--- config.mk ---
export PLATFORM = sky130hd
export DESIGN_NAME = cus43
export DESIGN_NICKNAME = d
export VERILOG_FILES = /design/src/rtl/system86_pkg.sv /design/src/rtl/cus43_layer.sv /design/src/rtl/cus43.sv
export SDC_FILE = /design/constraint.sdc
export NUM_CORES = 1
export LEC_CHECK = 0
export BUFFER_PORTS_ARGS = -buffer_cell sky130_fd_sc_hd__buf_2
export CAP_MARGIN = 20
export CORE_MARGIN = 5
export CORE_UTILIZATION = 55
export CTS_CLUSTER_DIAMETER = 200
export DETAILED_ROUTE_END_ITERATION = 10
export PLACE_DENSITY = 0.87
export SLEW_MARGIN = 25
export SYNTH_ARGS = -nofsm -noshare
export SYNTH_HDL_FRONTEND = slang
export SYNTH_SLANG_ARGS = --single-unit
--- constraint.sdc ---
create_clock -name CLK_6M -period 3.6 [get_ports CLK_6M]
set_input_delay 0.18 -clock CLK_6M [delete_from_list [all_inputs] [get_ports CLK_6M]]
set_output_delay 0.18 -clock CLK_6M [all_outputs]
set_load 0.02 [all_outputs]
--- src/rtl/system86_pkg.sv ---
// Shared System 86 video definitions: default widths, CUS43 register offsets,
// layer select and the 2bpp tile pixel decode.
package system86_pkg;

    localparam int unsigned DOT_W_DEF = 8;
    localparam int unsigned PRI_W_DEF = 3;

    localparam logic [1:0] REG_FINE = 2'b01;
    localparam logic [1:0] REG_PRI  = 2'b10;

    typedef enum logic {
        LAYER_A = 1'b0,
        LAYER_B = 1'b1
    } layer_e;

    // Pixel i (0 = leftmost) of a 4-pixel group; plane 1 in gd[7:4], plane 0 in gd[3:0].
    function automatic logic [1:0] decode_pix(input logic [7:0] gd, input logic flip,
                                              input logic [1:0] i);
        logic [2:0] lo;
        lo = flip ? {1'b0, i} : 3'd3 - {1'b0, i};
        return {gd[lo + 3'd4], gd[lo]};
    endfunction

endpackage

--- src/rtl/cus43_layer.sv ---
// One CUS43 tile layer: holding latch, 2-group pixel window, fine scroll and
// priority registers, and selection of the current pixel.
module cus43_layer
    import system86_pkg::*;
#(
    parameter int unsigned DOT_W = DOT_W_DEF,
    parameter int unsigned PRI_W = PRI_W_DEF
) (
    input  logic             CLK_6M,
    input  logic             rst_n,
    input  logic             nHSYNC,
    input  logic             capture,
    input  logic             shift,
    input  logic             flip,
    input  logic [1:0]       px,
    input  logic [5:0]       attr,
    input  logic [7:0]       gd,
    input  logic             fine_we,
    input  logic [1:0]       fine_wdata,
    input  logic             pri_we,
    input  logic [PRI_W-1:0] pri_wdata,
    output logic [DOT_W-1:0] dot,
    output logic             opaque,
    output logic [PRI_W-1:0] pri
);

    logic [5:0]      hold_attr_q, new_attr_q, old_attr_q;
    logic [3:0][1:0] hold_pix_q, new_pix_q, old_pix_q, cap_pix;
    logic [1:0]      fine_q;
    logic [PRI_W-1:0] pri_q;
    logic [2:0]      idx;
    logic [5:0]      sel_attr;
    logic [1:0]      sel_pix;

    // Decode at capture so a later FLIP change leaves latched groups alone.
    always_comb begin
        for (int i = 0; i < 4; i++) begin
            cap_pix[i] = decode_pix(gd, flip, 2'(i));
        end
    end

    always_ff @(posedge CLK_6M or negedge rst_n) begin
        if (!rst_n) begin
            hold_attr_q <= '0;
            hold_pix_q  <= '0;
            new_attr_q  <= '0;
            new_pix_q   <= '0;
            old_attr_q  <= '0;
            old_pix_q   <= '0;
        end else if (!nHSYNC) begin
            hold_attr_q <= '0;
            hold_pix_q  <= '0;
            new_attr_q  <= '0;
            new_pix_q   <= '0;
            old_attr_q  <= '0;
            old_pix_q   <= '0;
        end else begin
            if (capture) begin
                hold_attr_q <= attr;
                hold_pix_q  <= cap_pix;
            end
            if (shift) begin
                old_attr_q <= new_attr_q;
                old_pix_q  <= new_pix_q;
                new_attr_q <= hold_attr_q;
                new_pix_q  <= hold_pix_q;
            end
        end
    end

    always_ff @(posedge CLK_6M or negedge rst_n) begin
        if (!rst_n) begin
            fine_q <= '0;
            pri_q  <= '0;
        end else begin
            if (fine_we) fine_q <= fine_wdata;
            if (pri_we)  pri_q  <= pri_wdata;
        end
    end

    // Window index 0-3 is the older group, 4-6 the newer one.
    always_comb begin
        idx = {1'b0, px} + {1'b0, fine_q};
        if (idx[2]) begin
            sel_attr = new_attr_q;
            sel_pix  = new_pix_q[idx[1:0]];
        end else begin
            sel_attr = old_attr_q;
            sel_pix  = old_pix_q[idx[1:0]];
        end
    end

    assign dot    = DOT_W'({sel_attr, sel_pix});
    assign opaque = (sel_pix != 2'b00);
    assign pri    = pri_q;

endmodule

--- src/rtl/cus43.sv ---
// CUS43 two-layer tile mixer: group phase, CPU register decode, layer priority
// mix against the upstream pixel. Optional fine scroll: CUS43_FINE_SCROLL_EN.
module cus43
    import system86_pkg::*;
#(
    parameter int unsigned DOT_W = DOT_W_DEF,
    parameter int unsigned PRI_W = PRI_W_DEF
) (
    input  logic             CLK_6M,
    input  logic             rst_n,
    input  logic             nHSYNC,
    input  logic             CLK_2H,
    input  logic             FLIP,
    input  logic             nLATCH,
    input  logic [2:0]       CA,
    input  logic [7:0]       CD,
    input  logic [7:0]       RD,
    input  logic [7:0]       GD,
    input  logic [DOT_W-1:0] DOT_IN,
    input  logic [PRI_W-1:0] PRI_IN,
    output logic [DOT_W-1:0] DOT_OUT,
    output logic [PRI_W-1:0] PRI_OUT
);

    logic [1:0]       px_q;
    logic             shift, cap_a, cap_b;
    logic             wr_fine, wr_pri;
    layer_e           wr_layer;
    logic [DOT_W-1:0] dot_a, dot_b, cand_dot, dot_d;
    logic [PRI_W-1:0] pri_a, pri_b, cand_pri, pri_d;
    logic             opq_a, opq_b, cand_valid;
    logic             unused_bits;

    assign unused_bits = ^{CD[7:PRI_W], RD[7:6]};

    always_ff @(posedge CLK_6M or negedge rst_n) begin
        if (!rst_n) begin
            px_q <= '0;
        end else if (!nHSYNC) begin
            px_q <= '0;
        end else begin
            px_q <= px_q + 2'd1;
        end
    end

    assign shift = (px_q == 2'd3);
    assign cap_a = !CLK_2H && (px_q == 2'd1);
    assign cap_b = CLK_2H && (px_q == 2'd3);

    assign wr_layer = layer_e'(CA[2]);
    assign wr_pri   = !nLATCH && (CA[1:0] == REG_PRI);
`ifdef CUS43_FINE_SCROLL_EN
    assign wr_fine  = !nLATCH && (CA[1:0] == REG_FINE);
`else
    assign wr_fine  = 1'b0;
`endif

    cus43_layer #(.DOT_W(DOT_W), .PRI_W(PRI_W)) u_layer_a (
        .CLK_6M     (CLK_6M),
        .rst_n      (rst_n),
        .nHSYNC     (nHSYNC),
        .capture    (cap_a),
        .shift      (shift),
        .flip       (FLIP),
        .px         (px_q),
        .attr       (RD[5:0]),
        .gd         (GD),
        .fine_we    (wr_fine && (wr_layer == LAYER_A)),
        .fine_wdata (CD[1:0]),
        .pri_we     (wr_pri && (wr_layer == LAYER_A)),
        .pri_wdata  (CD[PRI_W-1:0]),
        .dot        (dot_a),
        .opaque     (opq_a),
        .pri        (pri_a)
    );

    cus43_layer #(.DOT_W(DOT_W), .PRI_W(PRI_W)) u_layer_b (
        .CLK_6M     (CLK_6M),
        .rst_n      (rst_n),
        .nHSYNC     (nHSYNC),
        .capture    (cap_b),
        .shift      (shift),
        .flip       (FLIP),
        .px         (px_q),
        .attr       (RD[5:0]),
        .gd         (GD),
        .fine_we    (wr_fine && (wr_layer == LAYER_B)),
        .fine_wdata (CD[1:0]),
        .pri_we     (wr_pri && (wr_layer == LAYER_B)),
        .pri_wdata  (CD[PRI_W-1:0]),
        .dot        (dot_b),
        .opaque     (opq_b),
        .pri        (pri_b)
    );

    // Layer A wins layer ties; upstream wins ties against the chosen layer.
    always_comb begin
        cand_valid = 1'b0;
        cand_dot   = dot_a;
        cand_pri   = pri_a;
        if (opq_a && (!opq_b || (pri_a >= pri_b))) begin
            cand_valid = 1'b1;
        end else if (opq_b) begin
            cand_valid = 1'b1;
            cand_dot   = dot_b;
            cand_pri   = pri_b;
        end
        if (cand_valid && (cand_pri > PRI_IN)) begin
            dot_d = cand_dot;
            pri_d = cand_pri;
        end else begin
            dot_d = DOT_IN;
            pri_d = PRI_IN;
        end
    end

    always_ff @(posedge CLK_6M or negedge rst_n) begin
        if (!rst_n) begin
            DOT_OUT <= '0;
            PRI_OUT <= '0;
        end else begin
            DOT_OUT <= dot_d;
            PRI_OUT <= pri_d;
        end
    end

endmodule

---- Word-level counts from Yosys, hierarchy flattened ----
Index checks and enable logic that the tools add are counted.
storage, ports and cells
  register bits after elaboration ......... 103
  bits of input ports ..................... 44
  output and inout bits ................... 11
  logic and storage cells ................. 128
cells by class
  add/subtract/negate cells ............... 5
  $lt $le $gt $ge ......................... 11
  equality and inequality tests ........... 6
  multiplexer cells ....................... 57
  bitwise gates (word level) .............. 1
  reduce and logical (&&, ||, !) cells .... 13
operator list
  operator                                                                 number
  8-bit two-way mux                                                        15
  6-bit two-way mux                                                        12
  3-bit by 4-bit < comparator with 1-bit output, second input constant     7
  1-bit binary-select mux with 3-bit select                                8
  2-bit two-way mux                                                        7
  3-bit adder, second input constant                                       4
  1-bit two-way mux                                                        10
  3-bit two-way mux                                                        3
  2-bit binary-select mux with 2-bit select                                2
  1-bit logical AND                                                        7
  2-bit by 1-bit inequality test with 1-bit output, second input constant  3
  2-bit equality test, second input constant                               2
  2-bit by 4-bit < comparator with 1-bit output, second input constant     1
  2-bit nonzero test                                                       2
  3-bit greater-or-equal comparator                                        1
  3-bit greater-than comparator                                            1
  1-bit zero test                                                          3
  2-bit by 3-bit < comparator with 1-bit output, second input constant     1
  2-bit by 1-bit adder with 2-bit output, second input constant            1
  2-bit by 1-bit equality test with 1-bit output, second input constant    1
  1-bit logical OR                                                         1
  1-bit NOT                                                                1

---- Depth between registers and ports, before layout ----
Gate-level depths: netlist (run 1).
  word-level depth ........................ 10
  depth in mapped cells ................... 14
  gate-level depth less buffers ........... 12

---- By module ----
A second synthesis (run 1) with hierarchy kept.
second synthesis, totals
  cell total of the unflattened synthesis .. 451
  area total of the unflattened synthesis .. 5,446.5 um^2
by module, submodules not included
  module       instances  cells an instance  area an instance (um^2)  seq. area each (um^2)
  cus43_layer  2          174                2,270.9                  1,176.1
  cus43        1          103                904.6                    325.3

---- Worst setup path before layout (run 1) ----
Ideal clock, no wire load.
  path type ............................... flip-flop to flip-flop
  start point ............................. register px_q[0]
  end point ............................... register PRI_OUT[1]
  library setup time ...................... 125 ps
  arrival ................................. 3,069 ps
  data required time ...................... 3,475 ps
  slack ................................... 406 ps
  cell stages (with the launch flop) ...... 10
  path buffers ............................ 1
  clock period less this slack ............ 3,194 ps
  cells stage by stage .................... dfrtp_1 -> mux4_1 -> o32ai_1 -> buf_6 -> mux2_4 -> ha_1 -> nor2b_1 -> o21ai_0 -> a221oi_4 -> mux2_4
on the way
  word-level cells in the longest chain between the ends .. 10
  elaborated cells between the ends (all ways) .. 16
  those cells by class .................... order compare: 1; mux: 9; reduce/logical: 6
ends and longest elaborated chain
  item                                       line               RTL
  start: declaration                         cus43.sv:25        logic [1:0] px_q;
  start signal: assignment                   cus43.sv:42        px_q <= px_q + 2'd1;
  2-bit binary-select mux with 2-bit select  cus43_layer.sv:89  sel_pix = old_pix_q[idx[1:0]];
  2-bit two-way mux (not written as such)    cus43_layer.sv:89
  2-bit nonzero test                         cus43_layer.sv:94  assign opaque = (sel_pix != 2'b00);
  1-bit zero test                            cus43.sv:101       if (opq_a && (!opq_b || (pri_a >= pri_b))) begin
  1-bit logical OR                           cus43.sv:101
  1-bit logical AND                          cus43.sv:101
  3-bit two-way mux                          cus43.sv:101
  3-bit greater-than comparator              cus43.sv:108       if (cand_valid && (cand_pri > PRI_IN)) begin
  1-bit logical AND                          cus43.sv:108
  3-bit two-way mux (*)                      cus43.sv:108
  named net pri_d[1]                         cus43.sv:30        logic [PRI_W-1:0] pri_a, pri_b, cand_pri, pri_d;
  end signal: assignment                     cus43.sv:123       PRI_OUT <= pri_d;
  end: declaration                           cus43.sv:22        output logic [PRI_W-1:0] PRI_OUT
The timed path passes the listed nets; every way through them passes the cells marked *. The select of a mux whose other input is x is not followed.
A chain may end at the register's enable or synchronous reset.

---- Final worst setup path (run 1) ----
  start point ............................. register px_q[0]
  end point ............................... register DOT_OUT[2]
on the way
  word-level cells in the longest chain between the ends .. 10
  elaborated cells between the ends (all ways) .. 18
  those cells by class .................... order compare: 1; mux: 11; reduce/logical: 6
ends and longest elaborated chain
  item                                       line               RTL
  2-bit binary-select mux with 2-bit select  cus43_layer.sv:89
  2-bit two-way mux (not written as such)    cus43_layer.sv:89
  2-bit nonzero test                         cus43_layer.sv:94
  1-bit zero test                            cus43.sv:101
  1-bit logical OR                           cus43.sv:101
  1-bit logical AND                          cus43.sv:101
  3-bit two-way mux                          cus43.sv:101
  3-bit greater-than comparator              cus43.sv:108
  1-bit logical AND                          cus43.sv:108
  8-bit two-way mux (*)                      cus43.sv:108
  named net dot_d[2]                         cus43.sv:29        logic [DOT_W-1:0] dot_a, dot_b, cand_dot, dot_d;
  end signal: assignment                     cus43.sv:122       DOT_OUT <= dot_d;
  end: declaration                           cus43.sv:21        output logic [DOT_W-1:0] DOT_OUT,
Marks and branches as above.

==> key figures, run 1 <==
Status
  – Run status: complete, no violations

Worst setup path
  – CP required: 3.89 ns
  – Internal reg-to-reg setup slack: 0.28 ns
  – Worst path max stage delay: 0.70 ns
  – R2R depth: 10
  – Critical Path Source Type: flop
  – Slowest cell on crit path: mux4_1
  – WS Path Type: reg2reg
  – Critical-path cell list: mux4_1 -> o32ai_2 -> mux2_4 -> ha_1 -> nor2b_1 -> o21ai_0 -> a221oi_4 -> buf_4 -> nor2_1 -> a21oi_1
  – Worst Path Max Fanout: 14
  – WP data arrival: 3.61 ns
  – CP Capture Type: flop

Floorplanning
  – I/O pin count: 55
  – Die H: 103 um
  – Initial core utilization: 0.554
  – Row Count: 34
  – Die width: 103 um
  – Core ar.: 8590 um2
  – Die Area: 10600 um2

Clock tree
  – CTS Sinks: 103
  – TritonCTS clock tree: done
  – H-Tree Depth: 3
  – # Post-CTS Setup Buffers: 0
  – CTS buffer count: 9
  – Clock Path Buffers: 2
  – Root buf cell: clkbuf_8
  – Worst-path clk slew: 0.10 ns
  – Clk_lat worst skew: 0.37 ns

Place
  – Place WS: 0.204 ns
  – Placed Area: 5090 um2
  – Post-Place Cells: 538
  – Hpwl dp: 5740 um
  – Port bufs: 47
  – RD Place Congestion: 0.747

GRT
  – Initial antenna violation count: 0
  – Vias in the first global route: 3117
  – Tot GR Track Use: 0.173
  – Grt ovf: 0
  – Global-route wire length before repair: 14400 um
  – Largest net degree at the start of global routing: 87

Pwr
  – Power Total: 2.19 mW
  – Pwr dens: 414 nW/um2
  – Leak: 2.46 nW
  – Peak VDD IR: 0.183 mV

Drt
  – # DRC: 0
  – DRT iter0 DRCs: 57
  – Pre-Repair DR Iteration Count: 5
  – DR WL/cell: 15.2 um
  – Routed via count: 2947
  – ANT nets after route: 0
  – Aggregate routed wire length: 8420 um
  – Avg Vias per Cell: 5.31

STA
  – Period utilisation layout: 0.923
  – Setup repair after global routing missed its margin: no
  – Crit path time final: 3.32 ns
  – Fin. Hold Viols: 0
  – Slew HR: 0.385
  – Setup tns final: 0 ns
  – Final setup fails: 0
  – Hold WS: 0.0508 ns
  – Worst slew pin tran: 0.922 ns
  – Final worst slack: 0.277 ns
  – Clock Skew: 0.0145 ns
  – Peak Freq: 0.301 GHz
  – Slew Limit Fails: 0

Final layout
  – Post-Layout Cell Count: 555
  – Most frequent cells in the layout: dfrtp_1, mux2i_1, nor2b_1
  – Antenna Cells: 0
  – Share of post-route cells with drive strength above 1: 0.197
  – Fin util: 0.615
  – Final std cell area, no fill: 5290 um2
  – Nets@finish: 494
  – Commonest non-fill, non-tap cell in the layout: dfrtp_1
  – Fill cell count: 681
  – Synthesis-to-finish area growth: 11.1%

Logic synthesis
  – Synth Area per Inst: 11.9 um2
  – Net Count, Synth: 451
  – Sequential fraction of the synthesis area: 0.541
  – Async set-reset flop share out of synthesis: 1.00
  – EDFF count, synth: 0
  – Yosys warns: 0
  – Syn Inst Count: 399
  – #FFs+latches synth: 103
  – Mapped cell area: 4760 um2
  – Most common flop cell mapped by yosys: dfrtp_1
  – Netlist cell types: 32

Job
  – Max Cap Viol: 0

Worst hold path
  – Hold Path Depth: 3
  – HP Class: in2reg
layout make-up:
type / instances / area [um2] / area share
clock buffer: 9 / 124 / 0.0234
clock inverter: 7 / 55.1 / 0.0104
inverter: 11 / 41.3 / 0.00781
multi-input combinational: 262 / 2050 / 0.388
sequential: 103 / 2580 / 0.488
tap: 108 / 135 / 0.0256
timing repair buffer: 55 / 304 / 0.0575
critical path: cells and delay by family, from the launching register on:
family	cells	cell delay [ns]
AOI/OAI and AO/OA	4	0.96
adders and majority gates	1	0.28
buffers and inverters	1	0.26
DFF	1	0.49
muxes	2	1.05
and+or+nand+nor	2	0.20
kinds of logic after synthesis:
| group | count (synthesis) | share of synthesized area |
|---|---|---|
| simple gates | 120 | 0.132 |
| fa+ha+maj | 8 | 0.0210 |
| compound gates | 52 | 0.0852 |
| mux | 82 | 0.189 |
| flops | 103 | 0.541 |
| buf+inv | 34 | 0.0310 |
report_power, final:
group	leakage (nW)	total, mW	internal [mW]	switching (mW)
registers	1.38	1.24	1.21	0.0342
logic	0.998	0.288	0.127	0.161
clock network	0.0862	0.662	0.257	0.404
total	2.46	2.19	1.59	0.599
repair_timing:
item	CTS	global route
hold buffers	1	0
hold endpoints to repair	54	0
endpoints found under the setup margin	0	8
resized for setup	0	1
path summary, 6_finish.rpt:
path                                                from                  endpoint
worst max register to register                   px_q[0]                DOT_OUT[2]
worst min-delay path                               CD[0]          u_layer_a.pri[0]
worst min register to register  u_layer_b.hold_attr_q[3]  u_layer_b.hold_attr_q[3]
min in group asynchronous                          rst_n                DOT_OUT[1]
worst max-delay path                             px_q[0]                DOT_OUT[2]
max in group asynchronous                          rst_n  u_layer_b.hold_attr_q[1]
Yosys cell counts, types with 3 or more instances:
cell / count / area (um2)
mux2i_1: 71 / 711
o21ai_0: 12 / 60.1
mux2_2: 3 / 33.8
mux2_4: 4 / 60.1
ha_1: 8 / 100
dfrtp_1: 103 / 2580
clkbuf_1: 16 / 60.1
nor2_1: 19 / 71.3
a22o_1: 8 / 70.1
buf_2: 4 / 20.0
nor2b_1: 59 / 369
a21oi_1: 10 / 50.1
nand2_1: 35 / 131
o211a_1: 8 / 80.1
a21boi_0: 6 / 45.0
inv_1: 11 / 41.3
state kept, by name, indices dropped and copies added (netlist names), 6 cells and up:
signal,cells
u_layer_a.hold_attr_q,6
u_layer_b.old_attr_q,6
u_layer_a.old_pix_q,8
u_layer_a.hold_pix_q,8
u_layer_b.new_attr_q,6
u_layer_a.new_attr_q,6
u_layer_b.hold_pix_q,8
u_layer_a.new_pix_q,8
u_layer_b.hold_attr_q,6
u_layer_a.old_attr_q,6
DOT_OUT,8
u_layer_b.new_pix_q,8
u_layer_b.old_pix_q,8
layer usage:
| layer | share of wire | GRT usage | vias up |
|---|---|---|---|
| li1 | - | - | 1457 |
| met1 | 0.47 | 0.226 | 1427 |
| met2 | 0.48 | 0.282 | 52 |
| met3 | 0.043 | 0.0413 | 11 |
| met4 | 0.016 | 0.0618 | 0 |
| met5 | 0 | 0 | - |
Note: power is estimated with default switching activity, not from simulation.
==> run 2: changes to the inputs <==
CAP_MARGIN = 40   (was 20)
CORE_UTILIZATION = 52   (was 55)
PLACE_DENSITY = 0.86   (was 0.87)
clock period = 2.7 ns   (was 3.6 ns; I/O delays follow)
==> run 2 against run 1 <==
  * The run now ends with negative setup slack left
  * Setup slack worse by 0.58 ns
  * Worst hold slack got worse by 0.039 ns
  * Core utilization rose by 2.0 points
  * Non-clock buffer count up 37
  * Global-route usage rose by 0.23 points
  * First-iteration DRC count is 130% higher
  * Clock-buffer cell count is the same
  * Fmax is 11% higher
  * Via count rose by 7.6%
  * Critical path depth did not move
  * Final area increased by 8.9%
  * Combinational power increased by 87%
  * Critical endpoint is now PRI_OUT[2]
  * Highest routed layer unchanged
==> key figures, run 2 (same netlist as run 1, synthesis figures left out) <==
Status
  – Failing checks: negative setup slack
  – Run status: complete, but fails checks

Clock tree
  – TritonCTS clock tree: done
  – H-Tree Depth: 3
  – CTS Sinks: 103
  – Root buf cell: clkbuf_8
  – CTS buffer count: 9
  – Worst-path clk slew: 0.10 ns
  – Clock Path Buffers: 2
  – Clk_lat worst skew: 0.37 ns

Place
  – Post-Place Cells: 562
  – Place WS: -0.333 ns
  – RD Place Congestion: 0.769
  – Placed Area: 5310 um2
  – Port bufs: 47
  – Hpwl dp: 6390 um

Worst hold path
  – HP Class: in2reg
  – Hold Path Depth: 3
  – WHS Endpoint: DOT_OUT[6]
  – Worst hold start: DOT_IN[6]

STA
  – Final setup fails: 11
  – Crit path time final: 3.00 ns
  – Fin. Hold Viols: 0
  – Peak Freq: 0.333 GHz
  – Setup repair after global routing missed its margin: yes
  – Slew HR: 0.452
  – Clock Skew: 0.00936 ns
  – Final worst slack: -0.300 ns
  – Period utilisation layout: 1.11
  – Hold WS: 0.0121 ns
  – Worst slew pin tran: 0.810 ns
  – Slew Limit Fails: 0

Drt
  – WL met2: 4940 um
  – DRT iter0 DRCs: 129
  – Met1 wire length: 4100 um
  – DR WL/cell: 16.0 um
  – # DRC: 0
  – Aggregate routed wire length: 9530 um
  – Avg Vias per Cell: 5.33
  – Top sig layer: met4
  – Routed via count: 3170
  – Met3 routed WL: 370 um
  – Pre-Repair DR Iteration Count: 4
  – ANT nets after route: 0

GRT
  – Initial antenna violation count: 0
  – Vias in the first global route: 3284
  – Grt ovf: 0
  – Tot GR Track Use: 0.175
  – Largest net degree at the start of global routing: 87
  – Global-route wire length before repair: 15800 um

Final layout
  – Share of post-route cells with drive strength above 1: 0.287
  – Synthesis-to-finish area growth: 21.0%
  – Post-Layout Cell Count: 595
  – Final std cell area, no fill: 5760 um2
  – Nets@finish: 531
  – Most frequent cells in the layout: dfrtp_1, mux2i_1, nor2b_1
  – Commonest non-fill, non-tap cell in the layout: dfrtp_1
  – Fin util: 0.635
  – Antenna Cells: 0

Job
  – Max Cap Viol: 0

Worst setup path
  – WP data arrival: 3.26 ns
  – WS Path Type: reg2reg
  – R2R depth: 10
  – Critical Path Source Type: flop
  – CP required: 2.96 ns
  – Internal reg-to-reg setup slack: -0.30 ns
  – Worst Path Max Fanout: 5
  – Reg2reg end: PRI_OUT[2]
  – R2R Path Start: px_q[0]
  – CP Capture Type: flop

Floorplanning
  – I/O pin count: 55
  – Die width: 106 um
  – Row Count: 35
  – Initial core utilization: 0.525
  – Die H: 106 um
  – Core ar.: 9060 um2
  – Die Area: 11200 um2

Pwr
  – Pwr dens: 551 nW/um2
  – Leak: 2.67 nW
  – Peak VDD IR: 0.440 mV
[run 2: worst max-delay path by stage]
stage                           startpoint         end  slack, ns  cells after the start
final                              px_q[0]  PRI_OUT[2]      -0.30                     10
after global routing               px_q[0]  PRI_OUT[2]      -0.39                     10
after CTS                          px_q[0]  PRI_OUT[2]      -0.25                      9
after detailed placement  u_layer_a.pri[0]  PRI_OUT[2]      -0.33                     11
after global placement    u_layer_a.pri[0]  PRI_OUT[1]      -0.21                     11
after floorplan                    px_q[0]  PRI_OUT[1]      -0.34                     10
[run 2: what timing repair did]
action | in CTS | in global routing
setup buffers | 3 | 6
gates cloned | 0 | 1
hold buffers | 7 | 0
gates resized for setup | 1 | 16
pin swaps | 4 | 6
hold endpoints to repair | 63 | 0
endpoints found under the setup margin | 11 | 11
[run 2: critical path: stages, from the launching register on]
cell	delay, ns
dfrtp_2	0.45
mux4_2	0.56
nor2_4	0.16
o32ai_4	0.11
mux2_4	0.35
ha_4	0.27
nor2b_4	0.16
o21ai_4	0.07
a221oi_4	0.30
buf_6	0.17
mux2_4	0.29
[run 2: through the flow]
step / setup TNS, ns / power (mW)
floorplan: -2.89 / 1.95
global placement: -1.88 / 2.12
CTS: -2.50 / 3.15
detailed placement: -3.39 / 2.15
global route: -3.86 / 3.33
finish: -2.56 / 3.17
[run 2: layer usage]
metal,track usage,vias to the layer above
met5,0,-
met4,0.0370,0
met3,0.0478,11
met2,0.298,53
met1,0.225,1578
li1,-,1528
[run 2: layout make-up]
class | count | area, um2
flip-flops and latches | 103 | 2580
multi-input cells | 262 | 2150
clock inverters | 7 | 80.1
inverters | 11 | 41.3
fillers | 686 | 3300
repair buffers | 92 | 643
well taps | 111 | 139
clock buffers | 9 | 124
[run 2: where the power goes]
part,switching [mW],total (mW),internal (mW)
logic,0.267,0.538,0.271
clock network,0.544,0.984,0.440
registers,0.0444,1.65,1.61
